File: src/rtl/regbank_arb_pkg.sv
// Shared types and constants for the UART data register bank arbiter.
package regbank_arb_pkg;

  localparam int NUM_PORTS = 2;

  typedef enum logic [1:0] {
    IDLE  = 2'd0,
    ISSUE = 2'd1,
    CAPT  = 2'd2,
    DONE  = 2'd3
  } state_t;

  typedef logic [$clog2(NUM_PORTS)-1:0] port_idx_t;

endpackage

File: src/rtl/rr_arbiter2.sv
// Two-way round-robin pick: a lone requester wins; on a tie the port not served last wins.
module rr_arbiter2
  import regbank_arb_pkg::*;
(
  input  logic [1:0] req_i,
  input  port_idx_t  last_i,
  output logic       valid_o,
  output port_idx_t  win_o
);

  always_comb begin
    valid_o = |req_i;
    win_o   = port_idx_t'(0);
    if (req_i == 2'b11) begin
      win_o = ~last_i;
    end else if (req_i[1]) begin
      win_o = port_idx_t'(1);
    end
  end

endmodule

File: src/rtl/regbank_arbiter.sv
// Serializes two masters onto the register bank's single access port and returns
// registered read data to the winning requester.
module regbank_arbiter
  import regbank_arb_pkg::*;
#(
  parameter int AW = 8,
  parameter int DW = 32
) (
  input  logic          clk,
  input  logic          rst,
  input  logic          hold,
  input  logic          req0,
  input  logic          req1,
  input  logic          we0,
  input  logic          we1,
  input  logic [AW-1:0] addr0,
  input  logic [AW-1:0] addr1,
  input  logic [DW-1:0] wdata0,
  input  logic [DW-1:0] wdata1,
  output logic          done0,
  output logic          done1,
  output logic [DW-1:0] rdata0,
  output logic [DW-1:0] rdata1,
  output logic [1:0]    gnt,
  output logic          busy,
  output logic          bank_en,
  output logic          bank_we,
  output logic [AW-1:0] bank_addr,
  output logic [DW-1:0] bank_wdata,
  input  logic [DW-1:0] bank_rdata,
  output state_t        state_dbg
);

  // Handshake: a master raises reqN with we/addr/wdata stable and keeps them until it
  // sees doneN high; it drops reqN on the edge that samples doneN, or it re-requests.

  state_t          state_q, state_d;
  port_idx_t       last_q;
  port_idx_t       win_q;
  logic            we_q;
  logic [AW-1:0]   addr_q;
  logic [DW-1:0]   wdata_q;
  logic [DW-1:0]   rdata0_q, rdata1_q;
  logic            arb_valid;
  port_idx_t       arb_win;
  logic            accept;

  rr_arbiter2 u_rr (
    .req_i   ({req1, req0}),
    .last_i  (last_q),
    .valid_o (arb_valid),
    .win_o   (arb_win)
  );

  assign accept = (state_q == IDLE) && !hold && arb_valid;

  always_ff @(posedge clk) begin
    if (rst) begin
      state_q <= IDLE;
    end else begin
      state_q <= state_d;
    end
  end

  always_comb begin
    state_d = state_q;
    unique case (state_q)
      IDLE:    if (accept) state_d = ISSUE;
      ISSUE:   state_d = we_q ? DONE : CAPT;
      CAPT:    state_d = DONE;
      DONE:    state_d = IDLE;
      default: state_d = IDLE;
    endcase
  end

  // Request fields are captured once in IDLE so the master may change them afterwards.
  always_ff @(posedge clk) begin
    if (rst) begin
      win_q   <= port_idx_t'(0);
      we_q    <= 1'b0;
      addr_q  <= '0;
      wdata_q <= '0;
    end else if (accept) begin
      win_q   <= arb_win;
      we_q    <= arb_win[0] ? we1    : we0;
      addr_q  <= arb_win[0] ? addr1  : addr0;
      wdata_q <= arb_win[0] ? wdata1 : wdata0;
    end
  end

  always_ff @(posedge clk) begin
    if (rst) begin
      last_q <= port_idx_t'(1);
    end else if (state_q == DONE) begin
      last_q <= win_q;
    end
  end

  always_ff @(posedge clk) begin
    if (rst) begin
      rdata0_q <= '0;
      rdata1_q <= '0;
    end else if (state_q == CAPT) begin
      if (win_q[0]) rdata1_q <= bank_rdata;
      else          rdata0_q <= bank_rdata;
    end
  end

  always_comb begin
    gnt        = 2'b00;
    busy       = (state_q != IDLE);
    bank_en    = (state_q == ISSUE);
    bank_we    = (state_q == ISSUE) && we_q;
    bank_addr  = addr_q;
    bank_wdata = wdata_q;
    done0      = (state_q == DONE) && !win_q[0];
    done1      = (state_q == DONE) &&  win_q[0];
    rdata0     = rdata0_q;
    rdata1     = rdata1_q;
    state_dbg  = state_q;
    if (state_q != IDLE) gnt[win_q] = 1'b1;
  end

endmodule

File: config.mk
export PLATFORM = sky130hd
export DESIGN_NAME = regbank_arbiter
export DESIGN_NICKNAME = d
export VERILOG_FILES = /design/src/rtl/regbank_arb_pkg.sv /design/src/rtl/rr_arbiter2.sv /design/src/rtl/regbank_arbiter.sv
export SDC_FILE = /design/constraint.sdc
export NUM_CORES = 1
export LEC_CHECK = 0
export ABC_AREA = 1
export CELL_PAD_IN_SITES_DETAIL_PLACEMENT = 1
export CELL_PAD_IN_SITES_GLOBAL_PLACEMENT = 2
export CORE_ASPECT_RATIO = 0.5
export CORE_MARGIN = 2
export CORE_UTILIZATION = 21
export CTS_BUF_LIST = sky130_fd_sc_hd__clkbuf_8 sky130_fd_sc_hd__clkbuf_16
export DETAILED_ROUTE_END_ITERATION = 10
export PLACE_DENSITY_LB_ADDON = 0.15
export SKIP_LAST_GASP = 1
export SYNTH_ARGS = -nofsm -noshare
export SYNTH_HDL_FRONTEND = slang
export SYNTH_HIERARCHICAL = 1
export SYNTH_SLANG_ARGS = --single-unit
File: constraint.sdc
create_clock -name clk -period 3.8 [get_ports clk]
set_input_delay 0.95 -clock clk [delete_from_list [all_inputs] [get_ports clk]]
set_output_delay 0.95 -clock clk [all_outputs]
set_load 0.03 [all_outputs]
* Word level (Yosys, flattened, before mapping)
Cells that the tools add are included.
** Storage, ports and cells
- Bits in registers :: 109
- Input bits :: 119
- Output and inout port bits :: 113
- Logic and storage cells :: 41
** Cells by class
- $lt $le $gt $ge :: 2
- Eq/ne operators :: 5
- Muxes and demuxes :: 11
- Bitwise gates (word level) :: 2
- Reduce and logical (&&, ||, !) cells :: 13
** Operator list (number)
- 32-bit two-way mux :: 1
- 8-bit two-way mux :: 1
- 2-bit case mux with 4 select lines :: 1
- 2-bit == test, second input constant :: 3
- 1-bit logical AND :: 6
- 1-bit two-way mux :: 5
- 2-bit two-way mux :: 2
- 2-bit AND reduction :: 2
- 2-bit by 1-bit == test with 1-bit output, second input constant :: 1
- 1-bit logical NOT :: 2
- 2-bit logical NOT :: 1
- 1-bit by 2-bit less-than comparator with 1-bit output, second input constant :: 1
- 2-bit inequality test, second input constant :: 1
- 1-bit NOT :: 2
- 2-bit nonzero test :: 1
- 2-bit OR reduction :: 1
- 1-bit demux with 1-bit select :: 1
- 1-bit >= comparator, second input constant :: 1

* Longest topological paths before layout
- Depth after elaboration :: 5
- Mapped depth :: 9
- Depth with buffers taken out :: 7

* Cells and area by module
Netlist, hierarchy kept.
** By module, submodules not included
- regbank_arbiter :: instances 1, cells an instance 629, area each 4423.0 µm², sequential area each 2182.1 µm²
- rr_arbiter2 :: instances 1, cells an instance 3, area each 15.0 µm², sequential area each 0.0 µm²

* Least setup slack after synthesis
Ideal clock, no wire load.
- Path type :: flip-flop to output port
- From :: register state_q[0] (netlist: state_dbg[0])
- To :: output gnt[1]
- Data arrival time :: 1.441 ns
- Data required time :: 2.850 ns
- Path slack :: 1.409 ns
- Cell stages (with the launch flop) :: 4
- Path buffers :: 0
- Cell sequence :: dfxtp_1 inv_1 ha_1 nor2_1
** On the way
- Longest elaborated chain between the ends :: 2
** Ends and longest elaborated chain
- start: declaration :: line regbank_arbiter.sv:37 : state_t state_q, state_d;
- start signal: assignment :: line regbank_arbiter.sv:61 : state_q <= state_d;
- 2-bit nonzero test :: line regbank_arbiter.sv:121 : if (state_q != IDLE) gnt[win_q] = 1'b1;
- 2-bit two-way mux :: line regbank_arbiter.sv:121
- end: declaration :: line regbank_arbiter.sv:24 : output logic [1:0] gnt,
Every way passes these cells.

* Final worst setup path
Same ends and word-level chain as after synthesis.

==> results by group <==
GRT
  • Gr usage total: 15.1%
  • First-pass GRT wire length: 26,000 um
  • Overflow after GRT: 0
  • Initial antenna violation count: 0
  • Vias in the first global route: 4,598
  • Largest net degree at the start of global routing: 47

Pwr
  • Internal: between 2 and 3 mW
  • Static leakage power: 2.87 nW
  • Combinational power share: 42.8%
  • Clk pwr share: 22.7%
  • Pwr dens: about 610 mW/mm^2
  • Maximum vdd drop: 0.207 mV
  • Switching share of total power: roughly two fifths
  • Switching Power: 1.71 mW
  • Sequential share of power: 34.5%

Critical path
  • Worst reg2reg startpoint: state_dbg[0]
  • Critical Path AT: approximately 2100 ps
  • Slowest-stage cell, CP: clkdlybuf4s50_1
  • Startpoint Class: flop
  • Crit-path max FO: 6
  • Crit path launch: state_dbg[0]
  • Stages on worst setup path: 4
  • CP top delay family: buffers and inverters
  • R2R depth: 6
  • Crit-path cells: inv_1 -> ha_1 -> nor2_1 -> clkdlybuf4s50_1
  • Max incr delay on CP: 690 ps
  • Critical path class: reg2out
  • Setup slack, reg-to-reg: roughly 1300 ps
  • Worst EP required: 2850 ps
  • CP bufs+invs: 2
  • Element type at the critical path end: primary output
  • Reg-to-reg endpoint: bank_wdata[13]

STA
  • Period utilization: 81.3%
  • RSZ-0062 raised after global routing: no
  • Final hold violation count: 0
  • Clock skew: 7.12 ps
  • Slew headroom: a little over half
  • Setup TNS: 0 ps
  • Final Max Tran Viols: 0
  • Final setup margin: about 710 ps
  • Final setup violation count: 0
  • Worst-Margin Slew: 703 ps
  • Fmax: 0.324 GHz
  • Period minus WS final: between 3000 and 4000 ps

Place
  • IO buf count: between 200 and 250
  • DP Worst Slack: ~460 ps
  • RePlAce Congestion: between 0.7 and 0.8
  • Estimated wirelength of the detail-placed design: 12,200 um

Logic synthesis
  • Cell variety after synth: 19
  • Synth Instances: 632
  • Syn_area_per_cell: 7.02 sq um
  • Synth Register Bits: approximately 110
  • Net Count, Synth: between 700 and 800
  • Yosys warning count: 6
  • Synthesized area: ~0.0044 sq mm
  • Seq/Total Area, Yosys: 49.2%

Run
  • Max Cap Viol: 0

Min path
  • Hold Path End: rdata1[16]
  • Hold depth: 2
  • HP Start: rdata1[16]
  • Hold Crit Class: reg2reg

CTS
  • Setup Buffers After CTS: 0
  • Post_cts resized: 0
  • Root buffer cell: clkbuf_16
  • Hold buffer count at cts: 0
  • Clk buf depth: 2
  • CTS tree: yes
  • Clock-pin slew on the worst setup and hold paths: 70 ps
  • H-tree depth: 3
  • # clock sinks: 109
  • Clk_lat worst skew: around 350 ps
  • TritonCTS Buffers: 9

Drt
  • # DRC: 0
  • 1st-pass router iterations: 4
  • Routed vias: roughly 4,600
  • Drt wl/cell: 15.1 um
  • Post-Route WL: roughly 17,000 um
  • First DRT Iteration DRCs: ~180
  • Vias per cell: 4.13
  • Post-route ant nets: 0

Floorplanning
  • Die height: 107 um
  • I/O pin count: between 200 and 250
  • Num rows: 37
  • Die area: approximately 0.022 sq mm
  • Die Width: between 200 and 250 um
  • Core Box Area: 0.0206 sq mm
  • Initial core utilization: 21.5%

Cells and area
  • Inserted Diodes: 0
  • Nets@finish: 963
  • Area growth, synth to finish: 62.7%
  • Commonest non-fill, non-tap cell in the layout: clkdlybuf4s50_1
  • Commonest non-fill, non-tap cells in the layout: 231 x clkdlybuf4s50_1, 215 x nor2_1, 131 x nand2_1
  • Share of layout cells above drive strength 1: 3.09%

Outcome
  • Status: finished, final reports clean
-- cell type report --
type	instances	area, sq um
fill	2468	13400
sequential	109	2180
multi-input combinational	468	1970
clock buffer	9	225
timing repair buffer	236	2360
clock inverter	5	78.8
tap	273	342
inverter	15	57.6
-- registers in the layout, indices dropped and copies added (netlist names) --
name,cells
bank_wdata,32
rdata0,32
rdata1,32
bank_addr,8
state_dbg,2
last_q,1
we_q,1
win_q,1
-- kinds of logic (layout without fill, tap and decap cells) --
family                     count (synthesis)  in the layout  share of synthesized area [%]
DFF                                      109            109                           49.2
AOI/OAI and AO/OA                        111            111                           12.5
buffers and inverters                     55            265                           6.63
and+or+nand+nor                          352            352                           30.3
adders and majority gates                  5              5                           1.41
-- power by group through the flow --
| stage | Clock [mW] | Combinational, mW | Sequential (mW) |
|---|---|---|---|
| after floorplan | 0 | 0.666 | 1.98 |
| after global placement | 0 | 1.90 | 1.54 |
| after detailed placement | 0 | 1.92 | 1.55 |
| after global routing | 1.09 | 2.05 | 1.56 |
| after CTS | 1.05 | 1.93 | 1.53 |
| final | 0.999 | 1.88 | 1.52 |
-- how the worst max path moves through the flow --
stage               slack [ps]              to
floorplan                 1410          gnt[1]
global placement           540  bank_wdata[21]
detailed placement         460  bank_wdata[13]
CTS                        620          gnt[1]
global route               560          gnt[1]
finish                     710          gnt[1]
-- per-layer routing --
layer  GRT usage (%)  share of wire, %
met1            19.7                48
met2            24.9                46
met3            4.51               4.6
met4            2.84              0.88
met5               0                 0
-- synth_stat cells --
master / count / area share [%]
inv_1: 10 / 0.85
nand2_2: 1 / 0.14
nand3_1: 3 / 0.34
dfxtp_1: 109 / 49
nand3_4: 1 / 0.39
buf_4: 3 / 0.51
or2_1: 1 / 0.14
ha_1: 5 / 1.4
o21ai_1: 30 / 3.4
nand2_1: 131 / 11
o21ai_0: 77 / 8.7
a21oi_1: 4 / 0.45
clkbuf_1: 12 / 1.0
clkinv_2: 1 / 0.11
buf_2: 14 / 1.6
nor2_1: 215 / 18
inv_2: 4 / 0.34
clkbuf_2: 4 / 0.45
buf_6: 7 / 1.8
-- worst min-delay path: cells and delay by family (launching register included) --
kind	cells	cell delay (ps)
flip-flops	1	320
AND/OR/NAND/NOR	2	130
-- stage by stage --
step | util (%) | power, mW | instance area [sq um] | std cells | hold WS (ps)
finish | 35.0 | 4.40 | 7220 | 1115 | 481
global route | 35.0 | 4.70 | 7220 | 1115 | 504
CTS | 35.0 | 4.50 | 7220 | 1115 | 487
detailed placement | 33.5 | 3.47 | 6920 | 1101 | 470
global placement | 33.5 | 3.45 | 6920 | 1101 | 461
floorplan | - | 2.65 | 4440 | 632 | 429
Note: power is estimated with default switching activity, not from simulation.
